==> src/rtl/puf_challenge_driver_pkg.sv <==
// Shared types and defaults for the arbiter-PUF challenge driver.
// Optional build macro used by this block: PUF_DRV_UNSTABLE_MASK_EN.
package puf_pkg;

  localparam int unsigned DEF_WIDTH         = 32;
  localparam int unsigned DEF_CFG_W         = 128;
  localparam int unsigned DEF_SETTLE_CYCLES = 4;
  localparam int unsigned DEF_NUM_EVAL      = 7;

  typedef enum logic [2:0] {
    IDLE   = 3'd0,
    PRE    = 3'd1,
    RUN    = 3'd2,
    SAMPLE = 3'd3,
    DONE   = 3'd4
  } state_e;

  // Width of a counter that must hold values 0..n inclusive.
  function automatic int unsigned cnt_w(input int unsigned n);
    return (n < 32'd1) ? 32'd1 : $clog2(n + 32'd1);
  endfunction

endpackage

==> src/rtl/puf_challenge_driver_if.sv <==
// Request, PUF-drive and response channels of the challenge driver.
// The slave modport is the driver itself; master is the host/PUF side.
interface puf_challenge_driver_if
  import puf_pkg::*;
#(
  parameter int unsigned WIDTH = DEF_WIDTH,
  parameter int unsigned CFG_W = DEF_CFG_W
) ();

  logic             req_valid;
  logic             req_ready;
  logic [WIDTH-1:0] req_a;
  logic [WIDTH-1:0] req_b;
  logic [CFG_W-1:0] req_cfg1;
  logic [CFG_W-1:0] req_cfg2;

  logic [WIDTH-1:0] puf_a;
  logic [WIDTH-1:0] puf_b;
  logic [CFG_W-1:0] puf_cfg1;
  logic [CFG_W-1:0] puf_cfg2;
  logic [WIDTH-1:0] puf_c;

  logic             rsp_valid;
  logic             rsp_ready;
  logic [WIDTH-1:0] rsp_data;
  logic [WIDTH-1:0] rsp_unstable;

  modport slave (
    input  req_valid, req_a, req_b, req_cfg1, req_cfg2,
    output req_ready,
    output puf_a, puf_b, puf_cfg1, puf_cfg2,
    input  puf_c,
    output rsp_valid, rsp_data, rsp_unstable,
    input  rsp_ready
  );

  modport master (
    output req_valid, req_a, req_b, req_cfg1, req_cfg2,
    input  req_ready,
    input  puf_a, puf_b, puf_cfg1, puf_cfg2,
    output puf_c,
    input  rsp_valid, rsp_data, rsp_unstable,
    output rsp_ready
  );

endinterface

==> src/rtl/puf_bit_voter.sv <==
// One response bit: counts ones over the evaluations of a challenge and
// reports the majority (and, with PUF_DRV_UNSTABLE_MASK_EN, disagreement).
module puf_bit_voter
  import puf_pkg::*;
#(
  parameter int unsigned NUM_EVAL = DEF_NUM_EVAL,
  parameter int unsigned CW       = cnt_w(NUM_EVAL)
) (
  input  logic clk,
  input  logic rst_n,
  input  logic clr_i,
  input  logic inc_i,
  input  logic bit_i,
  output logic maj_o
`ifdef PUF_DRV_UNSTABLE_MASK_EN
  , output logic unstable_o
`endif
);

  logic [CW-1:0] cnt_q;
  logic [CW-1:0] cnt_d;

  // Next count: clear on a new challenge, add the sampled bit in SAMPLE.
  always_comb begin
    cnt_d = cnt_q;
    if (clr_i) begin
      cnt_d = '0;
    end else if (inc_i && bit_i) begin
      cnt_d = cnt_q + CW'(1);
    end else begin
      cnt_d = cnt_q;
    end
  end

  // Ones-counter register.
  always_ff @(posedge clk or negedge rst_n) begin
    if (!rst_n) begin
      cnt_q <= '0;
    end else begin
      cnt_q <= cnt_d;
    end
  end

  // Votes look at the next count so the final sample is included when
  // the driver registers the response on its way into DONE.
  assign maj_o = (cnt_d > CW'(NUM_EVAL / 32'd2));

`ifdef PUF_DRV_UNSTABLE_MASK_EN
  assign unstable_o = (cnt_d != '0) && (cnt_d != CW'(NUM_EVAL));
`endif

endmodule

==> src/rtl/puf_challenge_driver.sv <==
// Initiator for the dual-adder arbiter PUF: precharge/launch/sample cycles,
// NUM_EVAL repeats, per-bit majority vote. Optional: PUF_DRV_UNSTABLE_MASK_EN.
module puf_challenge_driver
  import puf_pkg::*;
#(
  parameter int unsigned WIDTH         = DEF_WIDTH,
  parameter int unsigned CFG_W         = DEF_CFG_W,
  parameter int unsigned SETTLE_CYCLES = DEF_SETTLE_CYCLES,
  parameter int unsigned NUM_EVAL      = DEF_NUM_EVAL
) (
  input logic                  clk,
  input logic                  rst_n,
  puf_challenge_driver_if.slave bus
);

  localparam int unsigned EW = cnt_w(NUM_EVAL);
  localparam int unsigned PW = cnt_w(SETTLE_CYCLES);

  state_e           state_q;
  logic [PW-1:0]    phase_q;
  logic [EW-1:0]    eval_q;
  logic [WIDTH-1:0] a_q;
  logic [WIDTH-1:0] b_q;
  logic [WIDTH-1:0] puf_a_q;
  logic [WIDTH-1:0] puf_b_q;
  logic [CFG_W-1:0] cfg1_q;
  logic [CFG_W-1:0] cfg2_q;
  logic             req_ready_q;
  logic             rsp_valid_q;
  logic [WIDTH-1:0] rsp_data_q;

  logic             clr_s;
  logic             inc_s;
  logic             phase_end_s;
  logic             last_eval_s;
  logic [WIDTH-1:0] maj_s;

  assign clr_s       = (state_q == IDLE) && bus.req_valid && req_ready_q;
  assign inc_s       = (state_q == SAMPLE);
  assign phase_end_s = (phase_q == PW'(SETTLE_CYCLES - 32'd1));
  assign last_eval_s = (eval_q == EW'(NUM_EVAL - 32'd1));

`ifdef PUF_DRV_UNSTABLE_MASK_EN
  logic [WIDTH-1:0] unst_s;
  logic [WIDTH-1:0] rsp_unstable_q;
`endif

  for (genvar gi = 0; gi < WIDTH; gi++) begin : g_bit
    puf_bit_voter #(
      .NUM_EVAL (NUM_EVAL)
    ) u_voter (
      .clk        (clk),
      .rst_n      (rst_n),
      .clr_i      (clr_s),
      .inc_i      (inc_s),
      .bit_i      (bus.puf_c[gi]),
      .maj_o      (maj_s[gi])
`ifdef PUF_DRV_UNSTABLE_MASK_EN
      , .unstable_o (unst_s[gi])
`endif
    );
  end

  // Challenge FSM; every output is a register updated on the transition
  // into the state that owns its value.
  always_ff @(posedge clk or negedge rst_n) begin
    if (!rst_n) begin
      state_q     <= IDLE;
      phase_q     <= '0;
      eval_q      <= '0;
      a_q         <= '0;
      b_q         <= '0;
      puf_a_q     <= '0;
      puf_b_q     <= '0;
      cfg1_q      <= '0;
      cfg2_q      <= '0;
      req_ready_q <= 1'b1;
      rsp_valid_q <= 1'b0;
      rsp_data_q  <= '0;
`ifdef PUF_DRV_UNSTABLE_MASK_EN
      rsp_unstable_q <= '0;
`endif
    end else begin
      case (state_q)
        IDLE: begin
          if (bus.req_valid && req_ready_q) begin
            a_q         <= bus.req_a;
            b_q         <= bus.req_b;
            cfg1_q      <= bus.req_cfg1;
            cfg2_q      <= bus.req_cfg2;
            puf_a_q     <= '0;
            puf_b_q     <= '0;
            eval_q      <= '0;
            phase_q     <= '0;
            req_ready_q <= 1'b0;
            state_q     <= PRE;
          end
        end
        PRE: begin
          if (phase_end_s) begin
            phase_q <= '0;
            puf_a_q <= a_q;
            puf_b_q <= b_q;
            state_q <= RUN;
          end else begin
            phase_q <= phase_q + PW'(1);
          end
        end
        RUN: begin
          if (phase_end_s) begin
            phase_q <= '0;
            state_q <= SAMPLE;
          end else begin
            phase_q <= phase_q + PW'(1);
          end
        end
        SAMPLE: begin
          eval_q  <= eval_q + EW'(1);
          puf_a_q <= '0;
          puf_b_q <= '0;
          if (last_eval_s) begin
            rsp_valid_q <= 1'b1;
            rsp_data_q  <= maj_s;
`ifdef PUF_DRV_UNSTABLE_MASK_EN
            rsp_unstable_q <= unst_s;
`endif
            state_q     <= DONE;
          end else begin
            state_q <= PRE;
          end
        end
        DONE: begin
          if (bus.rsp_ready) begin
            rsp_valid_q <= 1'b0;
            req_ready_q <= 1'b1;
            state_q     <= IDLE;
          end
        end
        default: begin
          phase_q     <= '0;
          eval_q      <= '0;
          puf_a_q     <= '0;
          puf_b_q     <= '0;
          req_ready_q <= 1'b1;
          rsp_valid_q <= 1'b0;
          state_q     <= IDLE;
        end
      endcase
    end
  end

  assign bus.req_ready = req_ready_q;
  assign bus.puf_a     = puf_a_q;
  assign bus.puf_b     = puf_b_q;
  assign bus.puf_cfg1  = cfg1_q;
  assign bus.puf_cfg2  = cfg2_q;
  assign bus.rsp_valid = rsp_valid_q;
  assign bus.rsp_data  = rsp_data_q;
`ifdef PUF_DRV_UNSTABLE_MASK_EN
  assign bus.rsp_unstable = rsp_unstable_q;
`else
  assign bus.rsp_unstable = '0;
`endif

endmodule
==> src/flat_wrapper.sv <==
// flat-port wrapper written by rule: the top's interface ports become plain ports
module puf_challenge_driver_flat import puf_pkg::*;
#(
  parameter int unsigned WIDTH         = DEF_WIDTH,
  parameter int unsigned CFG_W         = DEF_CFG_W,
  parameter int unsigned SETTLE_CYCLES = DEF_SETTLE_CYCLES,
  parameter int unsigned NUM_EVAL      = DEF_NUM_EVAL
)
  (clk, rst_n, bus_req_valid, bus_req_a, bus_req_b, bus_req_cfg1, bus_req_cfg2, bus_req_ready, bus_puf_a, bus_puf_b, bus_puf_cfg1, bus_puf_cfg2, bus_puf_c, bus_rsp_valid, bus_rsp_data, bus_rsp_unstable, bus_rsp_ready);
  puf_challenge_driver_if #(.WIDTH(WIDTH), .CFG_W(CFG_W)) bus_i ();
  input logic clk;
  input logic rst_n;
  input wire logic [$bits(bus_i.req_valid)-1:0] bus_req_valid;
  input wire logic [$bits(bus_i.req_a)-1:0] bus_req_a;
  input wire logic [$bits(bus_i.req_b)-1:0] bus_req_b;
  input wire logic [$bits(bus_i.req_cfg1)-1:0] bus_req_cfg1;
  input wire logic [$bits(bus_i.req_cfg2)-1:0] bus_req_cfg2;
  output wire logic [$bits(bus_i.req_ready)-1:0] bus_req_ready;
  output wire logic [$bits(bus_i.puf_a)-1:0] bus_puf_a;
  output wire logic [$bits(bus_i.puf_b)-1:0] bus_puf_b;
  output wire logic [$bits(bus_i.puf_cfg1)-1:0] bus_puf_cfg1;
  output wire logic [$bits(bus_i.puf_cfg2)-1:0] bus_puf_cfg2;
  input wire logic [$bits(bus_i.puf_c)-1:0] bus_puf_c;
  output wire logic [$bits(bus_i.rsp_valid)-1:0] bus_rsp_valid;
  output wire logic [$bits(bus_i.rsp_data)-1:0] bus_rsp_data;
  output wire logic [$bits(bus_i.rsp_unstable)-1:0] bus_rsp_unstable;
  input wire logic [$bits(bus_i.rsp_ready)-1:0] bus_rsp_ready;
  assign bus_i.req_valid = bus_req_valid;
  assign bus_i.req_a = bus_req_a;
  assign bus_i.req_b = bus_req_b;
  assign bus_i.req_cfg1 = bus_req_cfg1;
  assign bus_i.req_cfg2 = bus_req_cfg2;
  assign bus_req_ready = bus_i.req_ready;
  assign bus_puf_a = bus_i.puf_a;
  assign bus_puf_b = bus_i.puf_b;
  assign bus_puf_cfg1 = bus_i.puf_cfg1;
  assign bus_puf_cfg2 = bus_i.puf_cfg2;
  assign bus_i.puf_c = bus_puf_c;
  assign bus_rsp_valid = bus_i.rsp_valid;
  assign bus_rsp_data = bus_i.rsp_data;
  assign bus_rsp_unstable = bus_i.rsp_unstable;
  assign bus_i.rsp_ready = bus_rsp_ready;
  puf_challenge_driver #(.WIDTH(WIDTH), .CFG_W(CFG_W), .SETTLE_CYCLES(SETTLE_CYCLES), .NUM_EVAL(NUM_EVAL)) u_core (.clk(clk), .rst_n(rst_n), .bus(bus_i));
endmodule
==> config.mk <==
export PLATFORM = sky130hd
export DESIGN_NAME = puf_challenge_driver_flat
export DESIGN_NICKNAME = d
export VERILOG_FILES = /design/src/rtl/puf_challenge_driver_pkg.sv /design/src/rtl/puf_challenge_driver_if.sv /design/src/rtl/puf_bit_voter.sv /design/src/rtl/puf_challenge_driver.sv /design/src/flat_wrapper.sv
export SDC_FILE = /design/constraint.sdc
export NUM_CORES = 1
export LEC_CHECK = 0
export BUFFER_PORTS_ARGS = -buffer_cell sky130_fd_sc_hd__buf_2
export CAP_MARGIN = 15
export CORE_AREA = 2 2 293 295
export DETAILED_ROUTE_END_ITERATION = 7
export DIE_AREA = 0 0 295 297
export PLACE_DENSITY = 0.52
export SLEW_MARGIN = 15
export SYNTH_ARGS = -nofsm -noshare
export SYNTH_HDL_FRONTEND = slang
export SYNTH_SLANG_ARGS = --single-unit
==> constraint.sdc <==
create_clock -name clk -period 2.3 [get_ports clk]
set_input_delay 0.23 -clock clk [delete_from_list [all_inputs] [get_ports clk]]
set_output_delay 0.23 -clock clk [all_outputs]
set_load 0.005 [all_outputs]
==> out/qor.yml <==
status: "completed"
gp_congestion: 0.820
grt_max_degree: 79
final-hold-violation-count: 0
cts_root_buf: "clkbuf_16"
dpl.hpwl_um: 48600
nNetsFinal: 2967
worst_pin_slew_ns: 0.634
grt_pass1_vias: 17600
rsz0062_at_grt: "no"
drc: 0
p_sw_uw: 10800
ys_async_sr_fraction: 1.00
p_int_uw: 24400
rows: 107
drtIter0Drc: 549
layout_min_cycle_time_ns: 2.20
dr_total_vias: 15800
max_freq_mhz: 454
postSynthAreaPerCell_um2: 14.0
layout-drive-gt1-share: 0.418
pre_cts_slack_ns: 0.0942
slew_violations: 0
multi_input_area_mm2: 0.00690
ant_nets: 0
synth.top_cell.area_share: 0.635
power_uw: 35200
max-vdd-ir-drop_mv: 0.742
required_ns: 2.79
cp_cell_sequence: "nand2_1 > or2_1 > nor3_4 > buf_12 > buf_12 > mux2_2"
power.share.sequential: 0.431
grt_pass1_wl_um: 102000
met1_length_um: 25900
routedWlPerCell_um: 17.5
worst-path-buf-inv: 2
clkPwrFrac: 0.283
path_class: "register to register"
core_area_mm2: 0.0845
fp.dieW_um: 295
path_delay_family: "simple AND/OR/NAND/NOR gates"
numClockSinks: 523
worst_clock_skew_ns: 0.0130
arrival_ns: 2.69
placed_area_mm2: 0.0258
track_usage: 0.148
synth_seq_cells: 523
drt_pass1_iterations: 6
pwr_density_cell_mw_per_mm2: 1120
wl_met3_um: 4230
cp_max_fo: 31
cts_tree: "done"
area_growth_pct: 52.9
cts_resized: 0
n_fill_cell: 8120
routed_wl_um: 66100
finalCritPeriodShare: 0.958
synth_flop_cell: "dfrtp_1"
cpMostUsedCell: "buf_12"
switching_share: 0.308
vias_per_cell: 4.19
critPathSlowestCell: "dfstp_2"
synth-edff-count: 0
route.met2.wl_um: 32500
highest_layer: "met5"
drv_cap: 0
clkSlewWorstSetupHoldPaths_ns: 0.06
synth_top_cell_by_area: "dfrtp_1"
ys_warn_count: 0
synth_cell_types: 42
io_pins: 742
setup_slack_ns: 0.0960
synth_cells: 1467
register_area_mm2: 0.0131
synth_area_leaders: "dfrtp_1, mux2_2, mux2_1, xor2_1, a22o_1"
start_util: 0.244
finalSetupViolCount: 0
hp-class: "input port to asynchronous set/reset pin"
clock_latency_ns: 0.61
gr-total-overflow: 0
cts_buffers: 58
slew_headroom: 0.578
clk_path_buf_depth: 3
critical_path.startpoint_type: "register"
port_buffers: 709
p_leak_uw: 0.0158
die_h_um: 297
pwr-share-comb: 0.285
synthesis.area_mm2: 0.0206
cts-htree-levels: 2
final_area_mm2: 0.0315
die_area_mm2: 0.0876
cpPeakStageDelay_ns: 0.55
crit_path_end_kind: "register"
fin_tns_setup_ns: 0
antenna_found_initial: 12
yosysSeqAreaShare: 0.636
-- cells in the final DEF (no fill, tap or decap), types with 2 or more instances in the layout --
cell	n
a22oi_1	2
clkbuf_16	59
a21oi_1	36
buf_12	27
xor2_1	65
o22ai_1	2
bufinv_16	8
ha_1	35
nand2_1	103
clkbuf_8	16
mux2_2	215
nand3_1	68
clkinv_2	9
o21ai_0	36
inv_1	2
a22o_1	64
buf_4	39
nand2b_1	4
dlygate4sd3_1	355
nand3b_1	2
diode_2	10
clkinvlp_4	2
mux2_1	105
nor2_1	69
clkbuf_1	6
buf_2	708
dfrtp_1	522
conb_1	32
o211ai_1	2
inv_6	3
a211oi_1	2
-- metal layers --
| metal | vias to the layer above | track usage |
|---|---|---|
| met5 | - | 0 |
| met4 | 6 | 0.0753 |
| met3 | 161 | 0.0415 |
| met2 | 515 | 0.254 |
| met1 | 7858 | 0.169 |
| li1 | 7273 | - |
-- cell families (layout without fill, tap and decap cells) --
group           count (synthesis)  count (layout)  share of synthesized area
xor+xnor                       65              65                     0.0277
mux                           321             321                      0.176
compound gates                152             152                     0.0504
simple gates                  256             256                     0.0530
fa+ha+maj                      35              35                     0.0213
flops                         523             523                      0.636
buf+inv                       114            1237                     0.0358
other cells                     1              42                   0.000182
-- power groups by stage --
| stage | logic (µW) | registers [µW] | clock network (µW) |
|---|---|---|---|
| 2_1_floorplan | 4340 | 15100 | 0 |
| 3_3_place_gp | 9320 | 15100 | 0 |
| 3_5_place_dp | 9630 | 15200 | 0 |
| 4_1_cts | 10200 | 15200 | 10200 |
| 5_1_grt | 11000 | 15700 | 10600 |
| 6_report | 10000 | 15200 | 9970 |
-- state kept, by name (all words and copies together), names as in the netlist --
name                        flops
u_core.bus.req_ready            1
u_core.phase_q                  3
u_core.eval_q                   3
u_core.bus.puf_cfg1           128
u_core.bus.puf_cfg2           128
u_core.state_q                  3
u_core.bus.puf_b               32
u_core.b_q                     32
u_core.g_bit.u_voter.cnt_q     96
u_core.bus.puf_a               32
u_core.bus.rsp_valid            1
u_core.bus.rsp_data            32
u_core.a_q                     32
-- final cells by class --
class,count,area share
Timing Repair Buffer,1130,0.252
Sequential cell,523,0.416
Multi-Input combinational cell,861,0.219
Inverter,2,0.000239
Tap cell,1144,0.0455
Clock buffer,81,0.0546
Clock inverter,24,0.0113
Antenna cell,10,0.000795
-- worst paths after layout --
kind	endpoint	cells after the start	slack, ns	from
max	u_core.bus.puf_cfg1[8]	6	0.1	u_core.bus.req_ready
min	u_core.bus.puf_cfg2[75]	2	0.22	rst_n
max reg2reg	u_core.bus.puf_cfg1[8]	6	0.1	u_core.bus.req_ready
min reg2reg	u_core.bus.puf_cfg2[116]	1	0.48	u_core.bus.puf_cfg2[116]
max in group asynchronous	u_core.bus.puf_cfg2[99]	4	1.23	rst_n
min in group clk	u_core.bus.puf_cfg2[122]	3	0.38	bus_req_cfg2[122]
-- Yosys cell counts, types with 4 or more instances --
cell type and n:
mux2_2 215, clkbuf_1 11, nor2_1 70, buf_6 12
a21oi_1 36, buf_4 43, ha_1 35, xor2_1 65
mux2_1 105, dfrtp_1 522, buf_2 45, a22o_1 64
nand2_1 103, nand2b_1 4, o21ai_0 36, nand3_1 69
-- stage by stage --
| step | utilization | cells | hold slack [ns] |
|---|---|---|---|
| after floorplan | - | 1498 | -0.0656 |
| after global placement | 0.306 | 3305 | 0.249 |
| after detailed placement | 0.306 | 3305 | 0.254 |
| after CTS | 0.372 | 3765 | 0.196 |
| after global routing | 0.372 | 3773 | 0.230 |
| final | 0.373 | 3775 | 0.220 |
-- timing repair --
| item | in CTS | in global routing |
|---|---|---|
| setup endpoints to repair | 0 | 0 |
| hold buffers | 355 | 0 |
| hold endpoints to repair | 567 | 0 |
| buffers inserted | 0 | 0 |
(Power assumes the default switching activity.)
